**src/rtl/cpu_defs_pkg.sv**
```systemverilog
// Shared CPU-side bus types: physical address, burst length, and arbiter state/owner encodings.
package cpu_defs;

  typedef logic [31:0] phys_t;

  localparam int MEM_LEN_W = 4;
  typedef logic [MEM_LEN_W-1:0] mem_len_t;

  typedef enum logic [2:0] {
    IDLE    = 3'd0,
    RD_ADDR = 3'd1,
    RD_DATA = 3'd2,
    WR_ADDR = 3'd3,
    WR_DATA = 3'd4,
    WR_RESP = 3'd5
  } arb_state_t;

  typedef enum logic [1:0] {
    IC = 2'd0,
    DC = 2'd1,
    WB = 2'd2
  } arb_owner_t;

  // Read-side one-hot for a burst owner; the writeback owner maps to no read lane.
  function automatic logic [1:0] owner_onehot(input arb_owner_t owner);
    case (owner)
      IC:      owner_onehot = 2'b01;
      DC:      owner_onehot = 2'b10;
      default: owner_onehot = 2'b00;
    endcase
  endfunction

endpackage

```
**src/rtl/mem_bus_arbiter.sv**
```systemverilog
// Single-outstanding memory bus arbiter: icache/dcache refills and dcache writeback
// share one burst memory port; writeback wins, reads alternate round-robin.
module mem_bus_arbiter
  import cpu_defs::*;
#(
  parameter int LEN_W = 4
) (
  input  logic                   clk,
  input  logic                   rst,
  input  logic [1:0]             rd_req,
  input  phys_t [1:0]            rd_addr,
  input  logic [1:0][LEN_W-1:0]  rd_len,
  output logic [1:0]             rd_gnt,
  output logic [1:0]             rd_valid,
  output logic [31:0]            rd_data,
  output logic                   rd_last,
  input  logic                   wr_req,
  input  phys_t                  wr_addr,
  input  logic [LEN_W-1:0]       wr_len,
  output logic                   wr_gnt,
  input  logic [31:0]            wr_data,
  output logic                   wr_ready,
  output logic                   wr_done,
  output logic                   mem_req,
  output logic                   mem_we,
  output phys_t                  mem_addr,
  output logic [LEN_W-1:0]       mem_len,
  input  logic                   mem_ack,
  input  logic                   mem_rvalid,
  input  logic [31:0]            mem_rdata,
  output logic                   mem_wvalid,
  output logic [31:0]            mem_wdata,
  output logic                   mem_wlast,
  input  logic                   mem_wready,
  input  logic                   mem_bvalid
);

  arb_state_t       state;
  arb_owner_t       owner;
  logic             last_rd_dc;
  logic [LEN_W-1:0] cnt;
  phys_t            addr_q;
  logic [LEN_W-1:0] len_q;

  logic             rd_pick_dc;
  logic             arb_fire;
  logic             in_addr;
  logic             cnt_zero;
  logic [1:0]       owner_oh;

  // Read tie goes to whichever cache was not served last.
  always_comb begin
    rd_pick_dc = 1'b0;
    if (rd_req == 2'b10)
      rd_pick_dc = 1'b1;
    else if (rd_req == 2'b11)
      rd_pick_dc = ~last_rd_dc;
  end

  assign arb_fire = (state == IDLE) && (wr_req || (rd_req != 2'b00));
  assign in_addr  = (state == RD_ADDR) || (state == WR_ADDR);
  assign cnt_zero = (cnt == '0);
  assign owner_oh = owner_onehot(owner);

  always_ff @(posedge clk) begin
    if (rst) begin
      state      <= IDLE;
      owner      <= IC;
      last_rd_dc <= 1'b1;
      cnt        <= '0;
    end else begin
      unique case (state)
        IDLE: begin
          if (wr_req) begin
            state <= WR_ADDR;
            owner <= WB;
          end else if (rd_req != 2'b00) begin
            state <= RD_ADDR;
            owner <= rd_pick_dc ? DC : IC;
          end
        end
        RD_ADDR: begin
          if (mem_ack) begin
            state      <= RD_DATA;
            cnt        <= len_q;
            last_rd_dc <= (owner == DC);
          end
        end
        RD_DATA: begin
          if (mem_rvalid) begin
            if (cnt_zero)
              state <= IDLE;
            else
              cnt <= cnt - LEN_W'(1);
          end
        end
        WR_ADDR: begin
          if (mem_ack) begin
            state <= WR_DATA;
            cnt   <= len_q;
          end
        end
        WR_DATA: begin
          if (mem_wready) begin
            if (cnt_zero)
              state <= WR_RESP;
            else
              cnt <= cnt - LEN_W'(1);
          end
        end
        WR_RESP: begin
          if (mem_bvalid)
            state <= IDLE;
        end
        default: state <= IDLE;
      endcase
    end
  end

  // Winner's address/length are captured on the arbitration edge and held for the burst.
  always_ff @(posedge clk) begin
    if (arb_fire) begin
      if (wr_req) begin
        addr_q <= wr_addr;
        len_q  <= wr_len;
      end else if (rd_pick_dc) begin
        addr_q <= rd_addr[1];
        len_q  <= rd_len[1];
      end else begin
        addr_q <= rd_addr[0];
        len_q  <= rd_len[0];
      end
    end
  end

  always_comb begin
    mem_req    = in_addr;
    mem_we     = (state == WR_ADDR);
    mem_addr   = in_addr ? addr_q : '0;
    mem_len    = in_addr ? len_q : '0;

    rd_gnt     = (!rst && state == RD_ADDR && mem_ack) ? owner_oh : 2'b00;
    wr_gnt     = !rst && (state == WR_ADDR) && mem_ack;

    rd_valid   = (!rst && state == RD_DATA && mem_rvalid) ? owner_oh : 2'b00;
    rd_data    = (state == RD_DATA) ? mem_rdata : '0;
    rd_last    = !rst && (state == RD_DATA) && mem_rvalid && cnt_zero;

    mem_wvalid = (state == WR_DATA);
    mem_wdata  = (state == WR_DATA) ? wr_data : '0;
    mem_wlast  = (state == WR_DATA) && cnt_zero;
    wr_ready   = !rst && (state == WR_DATA) && mem_wready;

    wr_done    = !rst && (state == WR_RESP) && mem_bvalid;
  end

endmodule

```
**config.mk**
```make
export PLATFORM = sky130hd
export DESIGN_NAME = mem_bus_arbiter
export DESIGN_NICKNAME = d
export VERILOG_FILES = /design/src/rtl/cpu_defs_pkg.sv /design/src/rtl/mem_bus_arbiter.sv
export SDC_FILE = /design/constraint.sdc
export NUM_CORES = 1
export LEC_CHECK = 0
export BUFFER_PORTS_ARGS = -buffer_cell sky130_fd_sc_hd__clkbuf_2
export CAP_MARGIN = 20
export CORE_AREA = 2 2 114 116
export CTS_CLUSTER_SIZE = 40
export DETAILED_ROUTE_END_ITERATION = 8
export DIE_AREA = 0 0 116 118
export SYNTH_ARGS = -nofsm -noshare
export SYNTH_HDL_FRONTEND = slang
export SYNTH_SLANG_ARGS = --single-unit
```
**constraint.sdc**
```tcl
create_clock -name clk -period 4.35 [get_ports clk]
set_input_delay 0.6525 -clock clk [delete_from_list [all_inputs] [get_ports clk]]
set_output_delay 0.6525 -clock clk [all_outputs]
set_load 0.02 [all_outputs]
```
; ---- Word-level counts from Yosys, hierarchy flattened
; Index checks and enable logic that the tools add are counted.
[totals]
reg_bits = 46
in_bits = 181
[classes]
n_reduce_logical = 27
eq_ne = 17
bitwise_logic = 1
n_mux = 31
add_sub_neg = 1
[op_table]
columns = cell, count
row1 = 2-to-1 mux 32 bit, 5
row2 = 2-to-1 mux 4 bit, 7
row3 = 2-to-1 mux 3 bit, 9
row4 = one-hot mux 3 bit (6 select lines), 1
row5 = logical AND 1 bit, 13
row6 = one-hot mux 4 bit (3 select lines), 1
row7 = 2-to-1 mux 2 bit, 4
row8 = "!= test 2 x 1 -> 1 bit, second input constant", 4
row9 = "!= test 2 bit, second input constant", 4
row10 = AND reduction 8 bit, 1
row11 = "equality test 3 x 2 -> 1 bit, second input constant", 2
row12 = "equality test 3 bit, second input constant", 2
row13 = "equality test 2 bit, second input constant", 2
row14 = logical NOT 4 bit, 1
row15 = one-hot mux 2 bit (2 select lines), 1
row16 = AND reduction 2 bit, 2
row17 = AND reduction 4 bit, 1
row18 = nonzero test 2 bit, 2
row19 = "subtractor 4 x 1 -> 4 bit, second input constant", 1
row20 = "equality test 3 x 1 -> 1 bit, second input constant", 1
row21 = logical NOT 3 bit, 1
row22 = 2-to-1 mux 1 bit, 3
row23 = "!= test 3 x 2 -> 1 bit, second input constant", 1
row24 = nonzero test 3 bit, 1
row25 = 6 further kinds, 7

; ---- Depth between registers and ports, before layout
[logic_depth]
ltp_word = 6
depth_mapped = 7
ltp_nobuf = 6

; ---- Least setup slack after synthesis
; No wires, ideal clock.
[synth_path]
kind = input -> register
start = in wr_req
end = reg owner[0]
path_stages = 4
setup_time_ns = 0.130
setup_slack_ns = 1.065
arrival_time_ns = 3.155
path_cell_list = nor3_1 > nor4_2 > mux2i_1 > nor2_1
[synth_between]
elab_chain_len = 2
[synth_rtl]
columns = item, line
row1 = "start, declared", mem_bus_arbiter.sv:17  ; input logic wr_req,
row2 = nonzero test 2 bit (no source line), --
row3 = AND reduction 2 bit (no source line), --
row4 = "end signal, assigned", mem_bus_arbiter.sv:79  ; owner <= rd_pick_dc ? DC : IC;
row5 = "end, declared", mem_bus_arbiter.sv:39  ; arb_owner_t owner;
; Parallel ways exist; a longest one is shown, timed or not.
; A chain may end at the register's enable or synchronous reset.

; ---- Final worst setup path
[layout_path]
start = reg state[0]
end = out rd_gnt[0]
[layout_between]
elab_chain_len = 4
[layout_rtl]
columns = item, line
row1 = "start, declared", mem_bus_arbiter.sv:38  ; arb_state_t state;
row2 = "start signal, assigned", mem_bus_arbiter.sv:67  ; state <= IDLE;
row3 = "start signal, assigned", mem_bus_arbiter.sv:75  ; state <= WR_ADDR;
row4 = "start signal, assigned", mem_bus_arbiter.sv:78  ; state <= RD_ADDR;
row5 = equality test 3 x 1 -> 1 bit, mem_bus_arbiter.sv:142  ; rd_gnt = (!rst && state == RD_ADDR && mem_ack) ? owner_oh : 2'b00;
row6 = logical AND 1 bit (2 in a row), mem_bus_arbiter.sv:142
row7 = 2-to-1 mux 2 bit, mem_bus_arbiter.sv:142
row8 = "end, declared", mem_bus_arbiter.sv:13  ; output logic [1:0] rd_gnt,
; Every way passes these cells.

==> run summary <==
The first global-routing pass estimated 16800 um of wire. The insertion delay to the later sink of the worst-skew pair is 0.29 ns, and the leftover overflow at the end of global routing is 0. The count of mapped cells out of synthesis is 363, and the total of cells resized after clock tree synthesis is 0. The die covers 13700 um2. The run gives 46 as the total clock sinks. The cell family contributing the most delay on the critical path is buffers and inverters.

The mean routed wirelength per cell came out at 13.6 um. The setup check on the worst reg-to-reg path leaves a slack of 2.17 ns. The most common library cell in the layout ignoring fill and taps is sky130_fd_sc_hd__clkbuf_2.

The min-delay analysis places its worst path in the category register to register. IR analysis of the VDD net gives a maximum drop of 0.240 mV. The most used flip-flop cell after synthesis is sky130_fd_sc_hd__edfxtp_1. For this run, the post-layout net count is 820. The placeable core region is 12400 um2, and the total of buffers placed on input and output ports is 292. In this run the number of H-tree levels came out at 2. The initial antenna violation count is 0, and the number of enable-type register cells in the synthesized netlist is 36.

The tools report the site row count as 41. STA classifies the critical path endpoint as an output pin. The tools report the fmax as 0.328 GHz. The maximum fanout along the worst path is 44, and the largest net degree at the start of global routing is 76. The slowest stage of the critical path is the sky130_fd_sc_hd__dfxtp_1 cell. The net count after synthesis is 545, and the via count of the first global-routing pass is 3563. Summing internal, switching and leakage power gives 2.54 mW. The Yosys step of the flow raised 0 warnings. The number of buffers on the longest clock path came out at 2. The die is 118 um tall. The worst path in the final design needs a cycle of 3.05 ns, including I/O delays and setup. In the routed design, unresolved DRC markers number 0. Max-cap violations in this run came to 0. The number of buffers added by the clock tree synthesis step was 5; the headroom to the max-slew limit was 46.5%.

The data required time at the worst endpoint was 3.70 ns; the number of buffers and inverters on the critical path was 2. The hold slack is 0.507 ns. The clock transition at the registers of the reported paths was 0.07 ns. The final route contains 3664 vias. The run gives 0 as the number of antenna repair diodes. In this run, the number of DRC markers left after iteration 0 of detailed routing was 90.

The routed via count divided by cell count is 4.52. In this run the cell area of the synthesized design comes to 3280 um2. TritonCTS built the clock tree. The tools report the final hold violation count as 0.

In the layout the commonest cells are sky130_fd_sc_hd__clkbuf_2, sky130_fd_sc_hd__and2_1, sky130_fd_sc_hd__nand2_1, sky130_fd_sc_hd__o21ai_0, sky130_fd_sc_hd__mux2i_1. In the final timing run, aggregate negative setup slack is 0 ns. Of the cells placed in the final design, the portion with a size suffix greater than 1 is 50.4%. The power per unit of standard cell area is 501 nW/um2. For this run, global-route usage on met3 was measured as 3.35%.

For this configuration, the core starts out at a cell density of 26.4%. The synthesized netlist contains 43 unique library cells. Buffers inserted to repair hold after CTS numbered 0. The fraction of synthesis flops using an asynchronous set or reset pin was 0%; the largest incremental delay on the critical path was 0.64 ns. The logs give 2.67 nW for the leakage power and 2.40 ns for the worst endpoint data arrival time. The launching element type of the critical path is a register. The number of stages on the worst hold path works out to 2.

Capture instance of the worst register-to-register path: cnt[0]. Fraction of the cycle the final worst path needs: 70.1%. For the worst flop-to-flop path, the logic depth is 5. The run finished with clean final reports. The logs give 11000 um for the routed wire length and 0 for the post-CTS setup-driven buffer insertion count. The hold path endpoint is cnt[1]. Setup violations remaining at the end of the flow were counted as 0.

Global routing used 30.3% of the available met2 tracks. In this run the most critical hold path is launched from cnt[1]. For the pin with the worst max-slew slack, the measured transition is 0.801 ns. Summed over all nets, the half-perimeter wirelength after detailed placement is 8940 um. The run gives 0 as the remaining number of nets flagged by the antenna check after routing.

In this run the critical register-to-register path is launched from state[0]. The number of detailed-route iterations in the first pass was 4. The critical path crosses 5 cells after its start point.

Setup repair after global routing left no endpoint under its margin. Walking the worst path, the cells encountered are nand2b_1 > inv_2 > nand3_1 > nor3_1 > clkbuf_2. At the end of routability-driven placement, the weighted congestion stood at 0.802. For the final database, setup skew stands at 0.00432 ns. The number of flip-flops and latches in the synthesized netlist is 46, and the post-synthesis area per instance is 9.03 um2. Sequential area share after synthesis: 39.1%.

The tree is rooted in a sky130_fd_sc_hd__clkbuf_16. The run gives 0 as the final number of max-transition violations. The overall fraction of global-route tracks in use is 15.4%.

The layer carrying the most global-route usage was met2. The setup path with the least slack is of type register to output pin. The area growth from synthesis to final layout is 54.9%.

The die width is 116 um. The routing usage on met1 is 15.4%, and the count of boundary I/O pins is 293.
cell usage after synthesis, types with 2 or more instances:
| cell | instances | area, um2 |
|---|---|---|
| sky130_fd_sc_hd__and2_1 | 68 | 425 |
| sky130_fd_sc_hd__nand2_1 | 40 | 150 |
| sky130_fd_sc_hd__o21ai_0 | 39 | 195 |
| sky130_fd_sc_hd__mux2i_1 | 38 | 380 |
| sky130_fd_sc_hd__edfxtp_1 | 36 | 1080 |
| sky130_fd_sc_hd__and3_1 | 33 | 206 |
| sky130_fd_sc_hd__clkbuf_1 | 22 | 82.6 |
| sky130_fd_sc_hd__nor2_1 | 17 | 63.8 |
| sky130_fd_sc_hd__dfxtp_1 | 10 | 200 |
| sky130_fd_sc_hd__buf_2 | 6 | 30.0 |
| sky130_fd_sc_hd__inv_1 | 5 | 18.8 |
| sky130_fd_sc_hd__nor3_1 | 5 | 25.0 |
| sky130_fd_sc_hd__nand3_1 | 4 | 20.0 |
| sky130_fd_sc_hd__nand2b_1 | 3 | 18.8 |
| sky130_fd_sc_hd__o311ai_1 | 3 | 26.3 |
| sky130_fd_sc_hd__a21oi_1 | 2 | 10.0 |
| sky130_fd_sc_hd__a311oi_2 | 2 | 30.0 |
| sky130_fd_sc_hd__a31oi_1 | 2 | 12.5 |
| sky130_fd_sc_hd__nor2b_1 | 2 | 12.5 |
| sky130_fd_sc_hd__o2bb2ai_1 | 2 | 17.5 |
| sky130_fd_sc_hd__or3b_4 | 2 | 22.5 |
worst max-delay path by stage:
stage	from	endpoint	slack, ns
floorplan	wr_req	owner[0]	1.07
finish	state[0]	rd_gnt[0]	1.30
CTS	state[1]	rd_last	0.98
global placement	state[1]	rd_last	1.46
detailed placement	state[1]	rd_last	1.29
global route	state[0]	rd_gnt[0]	1.01
power by group:
group / switching (mW) / internal (mW)
Sequential: 0.0775 / 0.697
Clock: 0.174 / 0.272
Combinational: 0.813 / 0.509
Total: 1.06 / 1.48
registers in the layout, summed over array words and instances, names as in the netlist:
signal and count:
cnt 4, state 3, last_rd_dc 1, owner 2
len_q 4, addr_q 32
area by class of cell:
type	count	area, um2
inverter	7	31.3
timing repair buffer	297	1520
clock buffer	5	125
fill	1256	7340
sequential	46	1280
multi-input combinational	281	1860
tap	172	215
clock inverter	3	43.8
metrics by stage:
| stage | instances | util, % | area, um2 | setup slack, ns |
|---|---|---|---|---|
| 5_1_grt | 811 | 40.9 | 5080 | 1.01 |
| 6_report | 811 | 40.9 | 5080 | 1.30 |
| 3_5_place_dp | 802 | 39.3 | 4880 | 1.29 |
| 2_1_floorplan | 363 | - | 3280 | 1.07 |
| 3_3_place_gp | 802 | 39.3 | 4880 | 1.46 |
| 4_1_cts | 810 | 40.7 | 5050 | 0.983 |
worst reg2reg max path: stages, from the launching register on:
cell	delay [ns]
sky130_fd_sc_hd__dfxtp_1	0.64
sky130_fd_sc_hd__nand2b_1	0.32
sky130_fd_sc_hd__inv_2	0.56
sky130_fd_sc_hd__and2_1	0.25
sky130_fd_sc_hd__nor2_1	0.06
sky130_fd_sc_hd__a311oi_2	0.26
kinds of logic after synthesis:
group	count (synthesis)	synth area share [%]
multiplexers	39	12.1
AND/OR/NAND/NOR	180	30.8
flip-flops	46	39.1
adder cells (fa/ha/maj)	1	0.382
AO/OA/AOI/OAI	61	12.9
buffers and inverters	36	4.73
per-layer routing:
layer	vias up	wire length, um
met1	1655	4100
met2	173	5840
li1	1820	-
met4	0	268
met3	16	816
met5	-	0
Note: power is estimated with default switching activity, not from simulation.
